$ cat config.mk
export PLATFORM = sky130hd
export DESIGN_NAME = aes_round_ctrl_flat
export DESIGN_NICKNAME = d
export VERILOG_FILES = /design/src/rtl/aes_pkg.sv /design/src/rtl/aes_round_ctrl_if.sv /design/src/rtl/aes_round_cnt.sv /design/src/rtl/aes_round_ctrl.sv /design/src/flat_wrapper.sv
export SDC_FILE = /design/constraint.sdc
export NUM_CORES = 1
export LEC_CHECK = 0
export CAP_MARGIN = 20
export CORE_AREA = 10 10 47 49
export CTS_CLUSTER_DIAMETER = 200
export CTS_CLUSTER_SIZE = 30
export DETAILED_ROUTE_END_ITERATION = 16
export DIE_AREA = 0 0 57 59
export PLACE_DENSITY_LB_ADDON = 0.12
export SYNTH_ARGS = -nofsm -noshare
export SYNTH_HDL_FRONTEND = slang
export SYNTH_SLANG_ARGS = --single-unit
$ cat constraint.sdc
create_clock -name clk -period 1.4 [get_ports clk]
set_clock_uncertainty 0.05 [all_clocks]
set_input_delay 0.21 -clock clk [delete_from_list [all_inputs] [get_ports clk]]
set_output_delay 0.21 -clock clk [all_outputs]
set_load 0.02 [all_outputs]
$ cat src/rtl/aes_pkg.sv
// Shared definitions for the iterative AES round controller: FSM encoding,
// round counts per key size and block geometry.
package aes_pkg;

    localparam int NR_AES128 = 10;
    localparam int NR_AES192 = 12;
    localparam int NR_AES256 = 14;

    localparam int BLOCK_W = 128;
    localparam int STATE_W = 3;

    typedef enum logic [STATE_W-1:0] {
        ST_IDLE,
        ST_INIT,
        ST_ROUND,
        ST_FINAL,
        ST_DONE
    } ctrl_state_t;

endpackage

$ cat src/rtl/aes_round_ctrl_if.sv
// Handshake and datapath-control bundle for aes_round_ctrl; the dec/dp_inv
// pair exists only when AES_ROUND_CTRL_DECRYPT_EN is defined.
interface aes_round_ctrl_if #(
    parameter int RW = 4
);

    logic          in_valid;
    logic          in_ready;
    logic          rk_req;
    logic [RW-1:0] rk_idx;
    logic          rk_valid;
    logic          dp_ld;
    logic          dp_sel_in;
    logic          dp_mix_en;
    logic          out_valid;
    logic          out_ready;
    logic          busy;
`ifdef AES_ROUND_CTRL_DECRYPT_EN
    logic          dec;
    logic          dp_inv;
`endif

    // master is the controller; slave is the surrounding datapath/key schedule
`ifdef AES_ROUND_CTRL_DECRYPT_EN
    modport master (
        input  in_valid, rk_valid, out_ready, dec,
        output in_ready, rk_req, rk_idx, dp_ld, dp_sel_in, dp_mix_en,
               out_valid, busy, dp_inv
    );

    modport slave (
        output in_valid, rk_valid, out_ready, dec,
        input  in_ready, rk_req, rk_idx, dp_ld, dp_sel_in, dp_mix_en,
               out_valid, busy, dp_inv
    );
`else
    modport master (
        input  in_valid, rk_valid, out_ready,
        output in_ready, rk_req, rk_idx, dp_ld, dp_sel_in, dp_mix_en,
               out_valid, busy
    );

    modport slave (
        output in_valid, rk_valid, out_ready,
        input  in_ready, rk_req, rk_idx, dp_ld, dp_sel_in, dp_mix_en,
               out_valid, busy
    );
`endif

endinterface

$ cat src/rtl/aes_round_cnt.sv
// Round-key index counter: counts up for encryption, down for decryption,
// and saturates at the ends instead of wrapping.
module aes_round_cnt #(
    parameter int NR = 10,
    parameter int RW = 4
) (
    input  logic          clk,
    input  logic          rst_n,
    input  logic          clear,
    input  logic          load,
    input  logic [RW-1:0] load_val,
    input  logic          step,
    input  logic          down,
    output logic [RW-1:0] cnt,
    output logic          term
);

    localparam logic [RW-1:0] NR_V    = RW'(NR);
    localparam logic [RW-1:0] LAST_UP = RW'(NR - 1);
    localparam logic [RW-1:0] ONE     = RW'(1);

    always_ff @(posedge clk or negedge rst_n) begin
        if (!rst_n) begin
            cnt <= '0;
        end else if (clear) begin
            cnt <= '0;
        end else if (load) begin
            cnt <= load_val;
        end else if (step) begin
            if (down) begin
                if (cnt != '0) begin
                    cnt <= cnt - ONE;
                end
            end else if (cnt != NR_V) begin
                cnt <= cnt + ONE;
            end
        end
    end

    // term marks the last middle round, after which the final round follows
    assign term = down ? (cnt == ONE) : (cnt == LAST_UP);

    a_cnt_range: assert property (@(posedge clk) disable iff (!rst_n) cnt <= NR_V);

endmodule

$ cat src/rtl/aes_round_ctrl.sv
// Iterative AES round sequencer driving a shared round datapath and key schedule.
// Define AES_ROUND_CTRL_DECRYPT_EN to add the dec input and dp_inv output.
module aes_round_ctrl
    import aes_pkg::*;
#(
    parameter int NR = NR_AES128,
    parameter int RW = 4
) (
    input logic              clk,
    input logic              rst_n,
    aes_round_ctrl_if.master bus
);

    localparam logic [RW-1:0] NR_IDX      = RW'(NR);
    localparam bit            MULTI_ROUND = (NR > 1);

    ctrl_state_t   state;
    ctrl_state_t   next_state;

    logic [RW-1:0] cnt;
    logic [RW-1:0] cnt_load_val;
    logic          cnt_term;
    logic          cnt_clear;
    logic          cnt_load;
    logic          cnt_step;
    logic          cnt_down;

    logic          accept;
    logic          in_ready;
    logic          rk_req;
    logic          dp_ld;
    logic          dp_sel_in;
    logic          dp_mix_en;
    logic          out_valid;
    logic          busy;

    assign accept = (state == ST_IDLE) && bus.in_valid;

`ifdef AES_ROUND_CTRL_DECRYPT_EN
    logic dec_q;

    // direction is latched at accept so it stays fixed for the whole block
    always_ff @(posedge clk or negedge rst_n) begin
        if (!rst_n) begin
            dec_q <= 1'b0;
        end else if (accept) begin
            dec_q <= bus.dec;
        end
    end

    assign cnt_down     = dec_q;
    assign cnt_load_val = bus.dec ? NR_IDX : '0;
    assign bus.dp_inv   = dec_q & busy;
`else
    assign cnt_down     = 1'b0;
    assign cnt_load_val = '0;
`endif

    // the counter holds the key index itself, so rk_idx needs no remapping
    assign cnt_clear = (state == ST_DONE) && bus.out_ready;
    assign cnt_load  = accept;
    assign cnt_step  = dp_ld && (state != ST_FINAL);

    aes_round_cnt #(
        .NR (NR),
        .RW (RW)
    ) u_round_cnt (
        .clk      (clk),
        .rst_n    (rst_n),
        .clear    (cnt_clear),
        .load     (cnt_load),
        .load_val (cnt_load_val),
        .step     (cnt_step),
        .down     (cnt_down),
        .cnt      (cnt),
        .term     (cnt_term)
    );

    always_ff @(posedge clk or negedge rst_n) begin
        if (!rst_n) begin
            state <= ST_IDLE;
        end else begin
            state <= next_state;
        end
    end

    always_comb begin
        next_state = state;
        case (state)
            ST_IDLE:  if (bus.in_valid) next_state = ST_INIT;
            ST_INIT:  if (bus.rk_valid) next_state = MULTI_ROUND ? ST_ROUND : ST_FINAL;
            ST_ROUND: if (bus.rk_valid && cnt_term) next_state = ST_FINAL;
            ST_FINAL: if (bus.rk_valid) next_state = ST_DONE;
            ST_DONE:  if (bus.out_ready) next_state = ST_IDLE;
            default:  next_state = ST_IDLE;
        endcase
    end

    // loads happen only on an acknowledged key; select lines stay 0 otherwise
    always_comb begin
        in_ready  = 1'b0;
        rk_req    = 1'b0;
        dp_ld     = 1'b0;
        dp_sel_in = 1'b0;
        dp_mix_en = 1'b0;
        out_valid = 1'b0;
        case (state)
            ST_IDLE: begin
                in_ready = 1'b1;
            end
            ST_INIT: begin
                rk_req    = 1'b1;
                dp_ld     = bus.rk_valid;
                dp_sel_in = bus.rk_valid;
            end
            ST_ROUND: begin
                rk_req    = 1'b1;
                dp_ld     = bus.rk_valid;
                dp_mix_en = bus.rk_valid;
            end
            ST_FINAL: begin
                rk_req = 1'b1;
                dp_ld  = bus.rk_valid;
            end
            ST_DONE: begin
                out_valid = 1'b1;
            end
            default: begin
                in_ready = 1'b0;
            end
        endcase
    end

    assign busy = (state != ST_IDLE);

    assign bus.in_ready  = in_ready;
    assign bus.rk_req    = rk_req;
    assign bus.rk_idx    = rk_req ? cnt : '0;
    assign bus.dp_ld     = dp_ld;
    assign bus.dp_sel_in = dp_sel_in;
    assign bus.dp_mix_en = dp_mix_en;
    assign bus.out_valid = out_valid;
    assign bus.busy      = busy;

    a_ld_qualified: assert property (@(posedge clk) disable iff (!rst_n)
        dp_ld |-> (rk_req && bus.rk_valid));

    a_out_hold: assert property (@(posedge clk) disable iff (!rst_n)
        (out_valid && !bus.out_ready) |=> out_valid);

endmodule
$ cat src/flat_wrapper.sv
// flat-port wrapper written by rule: the top's interface ports become plain ports
module aes_round_ctrl_flat import aes_pkg::*;
#(
    parameter int NR = NR_AES128,
    parameter int RW = 4
)
  (clk, rst_n, bus_in_valid, bus_rk_valid, bus_out_ready, bus_in_ready, bus_rk_req, bus_rk_idx, bus_dp_ld, bus_dp_sel_in, bus_dp_mix_en, bus_out_valid, bus_busy);
  aes_round_ctrl_if #(.RW(RW)) bus_i ();
  input logic clk;
  input logic rst_n;
  input wire logic [$bits(bus_i.in_valid)-1:0] bus_in_valid;
  input wire logic [$bits(bus_i.rk_valid)-1:0] bus_rk_valid;
  input wire logic [$bits(bus_i.out_ready)-1:0] bus_out_ready;
  output wire logic [$bits(bus_i.in_ready)-1:0] bus_in_ready;
  output wire logic [$bits(bus_i.rk_req)-1:0] bus_rk_req;
  output wire logic [$bits(bus_i.rk_idx)-1:0] bus_rk_idx;
  output wire logic [$bits(bus_i.dp_ld)-1:0] bus_dp_ld;
  output wire logic [$bits(bus_i.dp_sel_in)-1:0] bus_dp_sel_in;
  output wire logic [$bits(bus_i.dp_mix_en)-1:0] bus_dp_mix_en;
  output wire logic [$bits(bus_i.out_valid)-1:0] bus_out_valid;
  output wire logic [$bits(bus_i.busy)-1:0] bus_busy;
  assign bus_i.in_valid = bus_in_valid;
  assign bus_i.rk_valid = bus_rk_valid;
  assign bus_i.out_ready = bus_out_ready;
  assign bus_in_ready = bus_i.in_ready;
  assign bus_rk_req = bus_i.rk_req;
  assign bus_rk_idx = bus_i.rk_idx;
  assign bus_dp_ld = bus_i.dp_ld;
  assign bus_dp_sel_in = bus_i.dp_sel_in;
  assign bus_dp_mix_en = bus_i.dp_mix_en;
  assign bus_out_valid = bus_i.out_valid;
  assign bus_busy = bus_i.busy;
  aes_round_ctrl #(.NR(NR), .RW(RW)) u_core (.clk(clk), .rst_n(rst_n), .bus(bus_i));
endmodule
Word-level counts from Yosys, hierarchy flattened. Index checks and enable logic that the tools add are counted.

Add/subtract/negate cells: 1. $mul: 0. Divide/modulo/power cells: 0. Order comparisons: 0. Eq/ne operators: 12. Shift operators: 0. Mux-type cells: 17. Bitwise logic cells: 0. Reductions and logical operators: 11.

Operators by type and width (count): 2-to-1 mux 4 bit (5); 2-to-1 mux 3 bit (5); case mux 3 bit (5 select lines) (1); nonzero test 3 bit (3); != test 2 bit (second input constant) (4); == test 3 x 2 -> 1 bit (second input constant) (2); 2-to-1 mux 1 bit (6); AND reduction 5 bit (1); adder 4 x 1 -> 4 bit (second input constant) (1); == test 4 bit (second input constant) (1); logical AND 1 bit (4); != test 4 bit (second input constant) (1); == test 3 x 1 -> 1 bit (second input constant) (1); == test 3 bit (second input constant) (1); zero test 3 bit (1); != test 3 x 2 -> 1 bit (second input constant) (1); OR reduction 3 bit (1); != test 2 x 1 -> 1 bit (second input constant) (1); AND reduction 2 bit (1).

Bits in registers: 7. Latch bits: 0. Bits in writable memories: 0. Memory bits (read-only): 0. Input port bits: 5. Word-level logic and storage cells: 43. Memories: 0.

Longest topological paths before layout. Gate-level depths: netlist of run 1.

Depth after elaboration: 7. Gate-level depth with buffers: 5. Gate-level depth less buffers: 5.

By module. A second synthesis of run 1 with hierarchy kept.

Cells, all modules: 76. Area total of the unflattened synthesis: 674.4 sq um.

By module, submodules not included: aes_round_cnt (instances 1, cells an instance 44, area an instance 395.4 sq um); aes_round_ctrl (instances 1, cells an instance 32, area an instance 279.0 sq um).

Least setup slack after synthesis of run 1. Ideal clock, no wire load.

Path kind: reg-to-output. Start point: register u_core.state[0]. End point: output port bus_busy. Arrival time: 1337 ps. Data required time: 1140 ps. Slack: -197 ps. Cell stages (with the launch flop): 5. Path buffers: 1. Path through: dfrtp_1 buf_4 or2_2 nor2_1 inv_1.

Word-level cells in the longest chain between the ends: 1.

Ends and longest elaborated chain: start, declared (RTL line aes_round_ctrl.sv:17) `ctrl_state_t state;`; start signal, assigned (RTL line aes_round_ctrl.sv:83) `state <= next_state;`; nonzero test 3 bit (RTL line aes_round_ctrl.sv:134) `assign busy = (state != ST_IDLE);`; end, declared (RTL line flat_wrapper.sv:21) `output wire logic [$bits(bus_i.busy)-1:0] bus_busy;`.

No other way between the ends.

Worst setup path after layout of run 1.
Start point: register u_core.state[2]. End point: output port bus_dp_mix_en.

Word-level cells in the longest chain between the ends: 2.

Ends and longest elaborated chain: == test 3 x 2 -> 1 bit (RTL line aes_round_ctrl.sv:107) `case (state)`; 2-to-1 mux 1 bit (RTL line aes_round_ctrl.sv:107); end, declared (RTL line flat_wrapper.sv:19) `output wire logic [$bits(bus_i.dp_mix_en)-1:0] bus_dp_mix_en;`.

No other way between the ends.

==> out/qor.csv, run 1 <==
stage,metric,value,unit
cells_and_area,area occupied by registers,175,sq um
synth,Synth async-reset ratio,100,%
synth,"EDFF count, synth",0,
sta,Slew Limit Fails,0,
placed_design,DP Worst Slack,-0.502,ns
cells_and_area,area of the multi-input gates,322,sq um
placed_design,port bufs,15,
detailed_routing,WL met3,121,um
worst_setup_path,CP cell instances,and2b_1 > nor3b_2 > buf_4,
worst_setup_path,WS Path Type,flop to primary output,
cells_and_area,Final Util,58.8,%
detailed_routing,met1 WL,551,um
floorplan,initial core utilization,34.9,%
cells_and_area,design area,825,sq um
clock_tree,clock-pin slew on the worst setup and hold paths,0.05,ns
clock_tree,clk root buf,clkbuf_4,
synth,Netlist cell types,24,
worst_setup_path,WP data required,1.14,ns
detailed_routing,Remaining DRCs,0,
run,# Max-Cap Violations,0,
sta,"Hold Vio Cnt, Final",0,
floorplan,I/O pin cnt,16,
worst_setup_path,"Max FO, Critical Path",3,
min_path,Hold Crit Class,input pin to async pin,
worst_setup_path,crit path max-delay cell type,dfrtp_1,
cells_and_area,most frequent cells in the layout,"buf_4 (23), dfrtp_1 (7)",
worst_setup_path,CP max stage delay,0.40,ns
power,Max IR drop VDD,1.37,mV
synth,synthesized instance count,54,
sta,Slew headroom,77.1,%
grt,GRT Total Usage,8.31,%
detailed_routing,length of the first detailed-routing pass in iterations,2,
synth,top_reg_cell synth,dfrtp_1,
run_status,violated checks,negative setup slack,
cells_and_area,Nets,97,
clock_tree,Num CTS Buffers,3,
clock_tree,Sink Count,7,
clock_tree,H-tree Lvls,1,
floorplan,row count,14,
power,P_leak,0.000428,uW
synth,Syn Nets,62,
clock_tree,CTS tree,yes,
floorplan,die width,57,um
synth,post-synthesis sequential area ratio,35.8,%
placed_design,DP Wirelength,1060,um
placed_design,GP Congestion,0.823,
grt,vias in the first global route,515,
floorplan,Die Ht,59,um
detailed_routing,Highest Signal Layer,met4,
clock_tree,worst-skew pair later-pin latency,0.25,ns
cells_and_area,fill count,139,
grt,largest net degree at the start of global routing,8,
worst_setup_path,Worst Path Arrival,1.22,ns
grt,global-route wire length before repair,2180,um
detailed_routing,initial DRC count,2,
detailed_routing,drt total wl,1260,um
run_status,run status,finished with violations,
worst_setup_path,RR Endpoint,u_core.state[0]$_DFFE_PN0P_,
worst_setup_path,startpoint types,flop,
cells_and_area,"commonest non-fill, non-tap cell in the layout",buf_4,
clock_tree,Clock Path Buffers,2,
cells_and_area,layout cell share with drive strength beyond 1,48.9,%
synth,Netlist Area Pre-Place,489,sq um
detailed_routing,antenna-violating nets left,0,
synth,Ys Warns,0,
worst_setup_path,r2r startpoint,u_core.state[1]$_DFFE_PN0P_,
worst_setup_path,R2R Setup Slk,0.09,ns
sta,RSZ-0062 raised after global routing,true,
grt,initial antenna violation count,0,
cells_and_area,Layout area overhead,68.5,%
clock_tree,Hold Buf Count CTS,0,
detailed_routing,WL/cell,12.1,um
detailed_routing,Vias,486,
synth,register bit total from synthesis,7,
power,Pwr Density,2270,nW/um^2
worst_setup_path,Worst setup EP type,primary output,
cells_and_area,Ant. Diodes,0,
placed_design,placed cell area,772,sq um
sta,min Tclk post-route,1.48,ns
synth,Avg Synthesized Cell Area,9.06,sq um
sta,setup ws final,-0.0752,ns
grt,grt total ovfl,0,
worst_setup_path,R2R cell count,5,
detailed_routing,via-per-instance ratio,4.67,
sta,f_max,0.678,GHz
detailed_routing,Routed met2 length,573,um
sta,# setup viols final,9,
sta,actual slew at the worst max-slew pin,0.343,ns
sta,crit share post-route,105,%
power,Pwr Total,1870,uW
floorplan,Core ar.,1400,sq um
floorplan,die area,3360,sq um
-- routing by layer --
layer | GRT usage (%) | vias up
met5 | 0 | -
met4 | 3.02 | 0
met3 | 6.01 | 2
met2 | 12.7 | 14
met1 | 8.72 | 218
li1 | - | 252
-- cell families after synthesis --
| logic type | after synthesis | share of synthesized area, % |
|---|---|---|
| AND/OR/NAND/NOR | 23 | 26.1 |
| AO/OA/AOI/OAI | 7 | 8.18 |
| buffers and inverters | 7 | 6.90 |
| flip-flops | 7 | 35.8 |
| multiplexers | 5 | 10.2 |
| adder cells (fa/ha/maj) | 3 | 7.67 |
| XOR/XNOR | 2 | 5.12 |
-- per-stage QoR --
step                hold slack, ns  TNS (ns)  std cells
detailed placement           0.455     -3.09         99
global route                 0.183    -0.945        104
CTS                          0.185    -0.542        104
global placement             0.461     -3.09         99
floorplan                   -0.136    -0.195         54
finish                       0.182    -0.302        104
-- report_power, final --
group	switching (uW)	internal (uW)	leakage [uW]	total, uW
logic	672	666	0.000323	1340
clock network	70.7	109	0.0000150	179
registers	65.7	287	0.0000902	353
-- critical path: cells and delay by family (launching register included) --
family | cells | cell delay [ns]
buf+inv | 1 | 0.16
simple gates | 2 | 0.41
flops | 1 | 0.40
-- synth_stat cells, drive strengths merged (2+ instances only) --
| library cell | n | area (sq um) |
|---|---|---|
| nor2 | 5 | 18.8 |
| buf | 2 | 15.0 |
| nor3 | 2 | 10.0 |
| mux2i | 5 | 50.1 |
| and2 | 3 | 18.8 |
| inv | 5 | 18.8 |
| ha | 3 | 37.5 |
| nand2 | 3 | 11.3 |
| nand4 | 2 | 12.5 |
| o21ai | 4 | 20.0 |
| nand3 | 2 | 15.0 |
| dfrtp | 7 | 175 |
-- flip-flops by register name, summed over array words and instances, names as in the netlist --
name                    cells
u_core.u_round_cnt.cnt      4
u_core.state                3
-- area by class of cell --
type / count / area share, %
Timing Repair Buffer: 32 / 31.9
Clock buffer: 4 / 3.19
Inverter: 5 / 2.28
Multi-Input combinational cell: 40 / 39.0
Sequential cell: 7 / 21.2
Tap cell: 16 / 2.43
-- timing repair --
action,CTS,global route
setup endpoints to repair,11,11
resized for setup,61,9
buffers inserted,1,0
pin swaps,3,1
-- worst max path at each step --
stage | slack, ns | depth (start not counted) | endpoint | from
6_report | -0.08 | 3 | bus_dp_mix_en | u_core.state[2]$_DFFE_PN0P_
5_1_grt | -0.13 | 4 | bus_dp_sel_in | u_core.state[2]$_DFFE_PN0P_
4_1_cts | -0.08 | 3 | bus_dp_mix_en | u_core.state[2]$_DFFE_PN0P_
3_5_place_dp | -0.50 | 4 | bus_dp_mix_en | bus_rk_valid
3_3_place_gp | -0.47 | 4 | bus_dp_mix_en | bus_rk_valid
2_1_floorplan | -0.07 | 4 | bus_busy | u_core.state[0]$_DFFE_PN0P_
No activity file was read; power rests on OpenSTA's default activity.
==> run 2: changes to the inputs <==
--- a/config.mk
+++ b/config.mk
@@ -6,12 +6,15 @@
 export NUM_CORES = 1
 export LEC_CHECK = 0
 export CAP_MARGIN = 20
-export CORE_AREA = 10 10 47 49
+export CELL_PAD_IN_SITES_DETAIL_PLACEMENT = 1
+export CELL_PAD_IN_SITES_GLOBAL_PLACEMENT = 2
+export CORE_MARGIN = 10
+export CORE_UTILIZATION = 25
 export CTS_CLUSTER_DIAMETER = 200
-export CTS_CLUSTER_SIZE = 30
+export CTS_CLUSTER_SIZE = 14
 export DETAILED_ROUTE_END_ITERATION = 16
-export DIE_AREA = 0 0 57 59
 export PLACE_DENSITY_LB_ADDON = 0.12
+export SETUP_SLACK_MARGIN = 0.5
 export SYNTH_ARGS = -nofsm -noshare
 export SYNTH_HDL_FRONTEND = slang
 export SYNTH_SLANG_ARGS = --single-unit
==> run 2 against run 1 <==
Against the previous run:
- the run still ends with negative setup slack left
- setup slack worse by 0.019 ns
- routed wire length is 60% higher
- clock-buffer cell count stayed put
- power is 31% higher
- register-to-register slack worse by 0.04 ns
- critical path depth stayed put
- global-route usage is 1.4 points higher
- via count is 13% higher
==> out/qor.csv, run 2 (synthesis gave the netlist of run 1 again) <==
stage,metric,value,unit,change
run_status,run status,finished with violations,,
run_status,violated checks,negative setup slack,,
power,Sw Ratio,44.2,%,+0.97 points
clock_tree,Num CTS Buffers,3,,unchanged
cells_and_area,Layout area overhead,110,%,
detailed_routing,WL/cell,16.9,um,+39%
sta,# setup viols final,10,,+1
floorplan,Core ar.,1780,sq um,+27%
sta,actual slew at the worst max-slew pin,0.319,ns,-0.0236 ns
sta,Slew headroom,78.6,%,+1.6 points
power,Pwr Total,2450,uW,+31%
power,Pwr Density,2380,nW/um^2,+5.0%
cells_and_area,layout cell share with drive strength beyond 1,69.1,%,+20 points
run,# Max-Cap Violations,0,,unchanged
cells_and_area,Ant. Diodes,0,,unchanged
grt,global-route wire length before repair,3150,um,+45%
worst_setup_path,WP data required,1.14,ns,about the same
detailed_routing,via-per-instance ratio,4.62,,-1.1%
cells_and_area,"commonest non-fill, non-tap cell in the layout",buf_6,,
worst_setup_path,startpoint types,flop,,
floorplan,die width,64.2,um,+13%
sta,setup ws final,-0.0941,ns,-0.0189 ns
clock_tree,Clock Path Buffers,2,,unchanged
floorplan,Die Ht,64.2,um,+8.9%
placed_design,DP Wirelength,1390,um,+31%
power,P_int,1370,uW,+29%
worst_setup_path,Worst setup EP type,primary output,,
worst_setup_path,"Max FO, Critical Path",3,,unchanged
cells_and_area,largest reg by FF count,u_core.u_round_cnt.cnt,,
power,Net Sw Power,1080,uW,+34%
grt,GR peak layer,met2,,
clock_tree,worst-skew pair later-pin latency,0.25,ns,about the same
cells_and_area,most frequent cells in the layout,"buf_6 (19), buf_4 (15), mux2i_1 (5), dfrtp_1 (5)",,
grt,met1 Track Usage GR,10.3,%,+1.6 points
sta,"Hold Vio Cnt, Final",0,,unchanged
floorplan,die area,4130,sq um,+23%
detailed_routing,length of the first detailed-routing pass in iterations,4,,+2
detailed_routing,antenna-violating nets left,0,,unchanged
sta,setup TNS,-0.679,ns,-0.377 ns
grt,largest net degree at the start of global routing,8,,unchanged
grt,grt total ovfl,0,,unchanged
detailed_routing,Vias,550,,+13%
clock_tree,CTS tree,yes,,
grt,met3 Use GR,3.66,%,-2.4 points
power,Clock Power Share,7.3,%,-2.3 points
clock_tree,clock-pin slew on the worst setup and hold paths,0.05,ns,about the same
floorplan,I/O pin cnt,16,,unchanged
floorplan,row count,15,,+1
power,Max IR drop VDD,1.22,mV,-11%
grt,vias in the first global route,617,,+20%
clock_tree,Hold Buf Count CTS,0,,unchanged
cells_and_area,number of flip-flops in the largest register,4,,unchanged
clock_tree,clk root buf,clkbuf_4,,
worst_setup_path,Worst Path Arrival,1.23,ns,about the same
power,P_leak,0.000484,uW,+13%
placed_design,GP Congestion,0.767,,-6.8%
floorplan,initial core utilization,27.4,%,-7.5 points
sta,min Tclk post-route,1.49,ns,+0.0189 ns
clock_tree,H-tree Lvls,1,,unchanged
detailed_routing,drt total wl,2010,um,+60%
detailed_routing,Remaining DRCs,0,,unchanged
sta,Slew Limit Fails,0,,unchanged
power,Flop pwr share,15.4,%,-3.5 points
detailed_routing,initial DRC count,4,,+2
min_path,Hold Crit Class,input pin to async pin,,
grt,initial antenna violation count,0,,unchanged
placed_design,port bufs,15,,unchanged
power,combinational share of power,77.3,%,+5.8 points
sta,RSZ-0062 raised after global routing,true,,
sta,f_max,0.669,GHz,-1.3%
sta,crit share post-route,107,%,+1.4 points
worst_setup_path,WS Path Type,flop to primary output,,
grt,GRT Total Usage,9.67,%,+1.4 points
cells_and_area,Nets,103,,+6.2%
clock_tree,Sink Count,7,,unchanged
cells_and_area,biggest regs,"u_core.u_round_cnt.cnt (4), u_core.state (3)",,
grt,met2 usage,17.9,%,+5.2 points
## run 2: changes by cell type in the layout (fill, tap and decap cells not counted), moves of 3 or more
cell     change
buf_4        -8
buf_6       +15
inv_1        -3
o21ai_0      -4
## run 2: metal layers
layer / part of all wire [%] / up-vias
met4: 0.40 / 0
met3: 4.2 / 2
met5: 0 / -
met2: 55 / 15
li1: - / 267
met1: 40 / 266
## run 2: path summary, 6_finish.rpt
check	startpoint	end	slack, ns	cells after the start
hold / removal	rst_n	u_core.u_round_cnt.cnt[2]$_DFFE_PN0P_	0.17	1
hold reg to reg	u_core.u_round_cnt.cnt[3]$_DFFE_PN0P_	u_core.u_round_cnt.cnt[3]$_DFFE_PN0P_	0.55	2
max in group asynchronous	rst_n	u_core.state[1]$_DFFE_PN0P_	0.86	1
min in group clk	u_core.u_round_cnt.cnt[3]$_DFFE_PN0P_	u_core.u_round_cnt.cnt[3]$_DFFE_PN0P_	0.55	2
setup reg to reg	u_core.state[2]$_DFFE_PN0P_	u_core.u_round_cnt.cnt[2]$_DFFE_PN0P_	0.05	6
setup / recovery	u_core.state[2]$_DFFE_PN0P_	bus_dp_mix_en	-0.09	3
## run 2: layout make-up
cell class                 count  area, sq um
sequential                     7          178
fill                         195          753
tap                           25         31.3
inverter                       5         21.3
timing repair buffer          38          367
clock buffer                   4         26.3
multi-input combinational     40          407
## run 2: power groups by stage
stage / registers [uW] / logic, uW / clock network (uW)
after global placement: 355 / 1370 / 0
after floorplan: 369 / 755 / 0
after detailed placement: 359 / 1390 / 0
final: 377 / 1900 / 179
after global routing: 392 / 2040 / 198
after CTS: 375 / 1700 / 189
## run 2: critical path, stage by stage (launching register included)
cell	delay, ns
dfrtp_1	0.40
and2b_2	0.26
nor3b_4	0.19
buf_6	0.14
## run 2: metrics by stage
step	hold slack, ns	std cells	setup slack [ns]	util (%)	cell area (sq um)
6_report	0.171	119	-0.0941	57.8	1030
5_1_grt	0.182	119	-0.140	57.8	1030
4_1_cts	0.175	118	-0.0951	54.2	966
3_5_place_dp	0.444	109	-0.568	46.0	820
3_3_place_gp	0.452	109	-0.497	46.0	820
2_1_floorplan	-0.136	54	0.121	-	533
## run 2: what timing repair did
item / in CTS / in global routing
cloned: 0 / 0
setup endpoints to repair: 18 / 18
setup buffers: 5 / 1
pin swaps: 11 / 8
gates resized for setup: 87 / 13
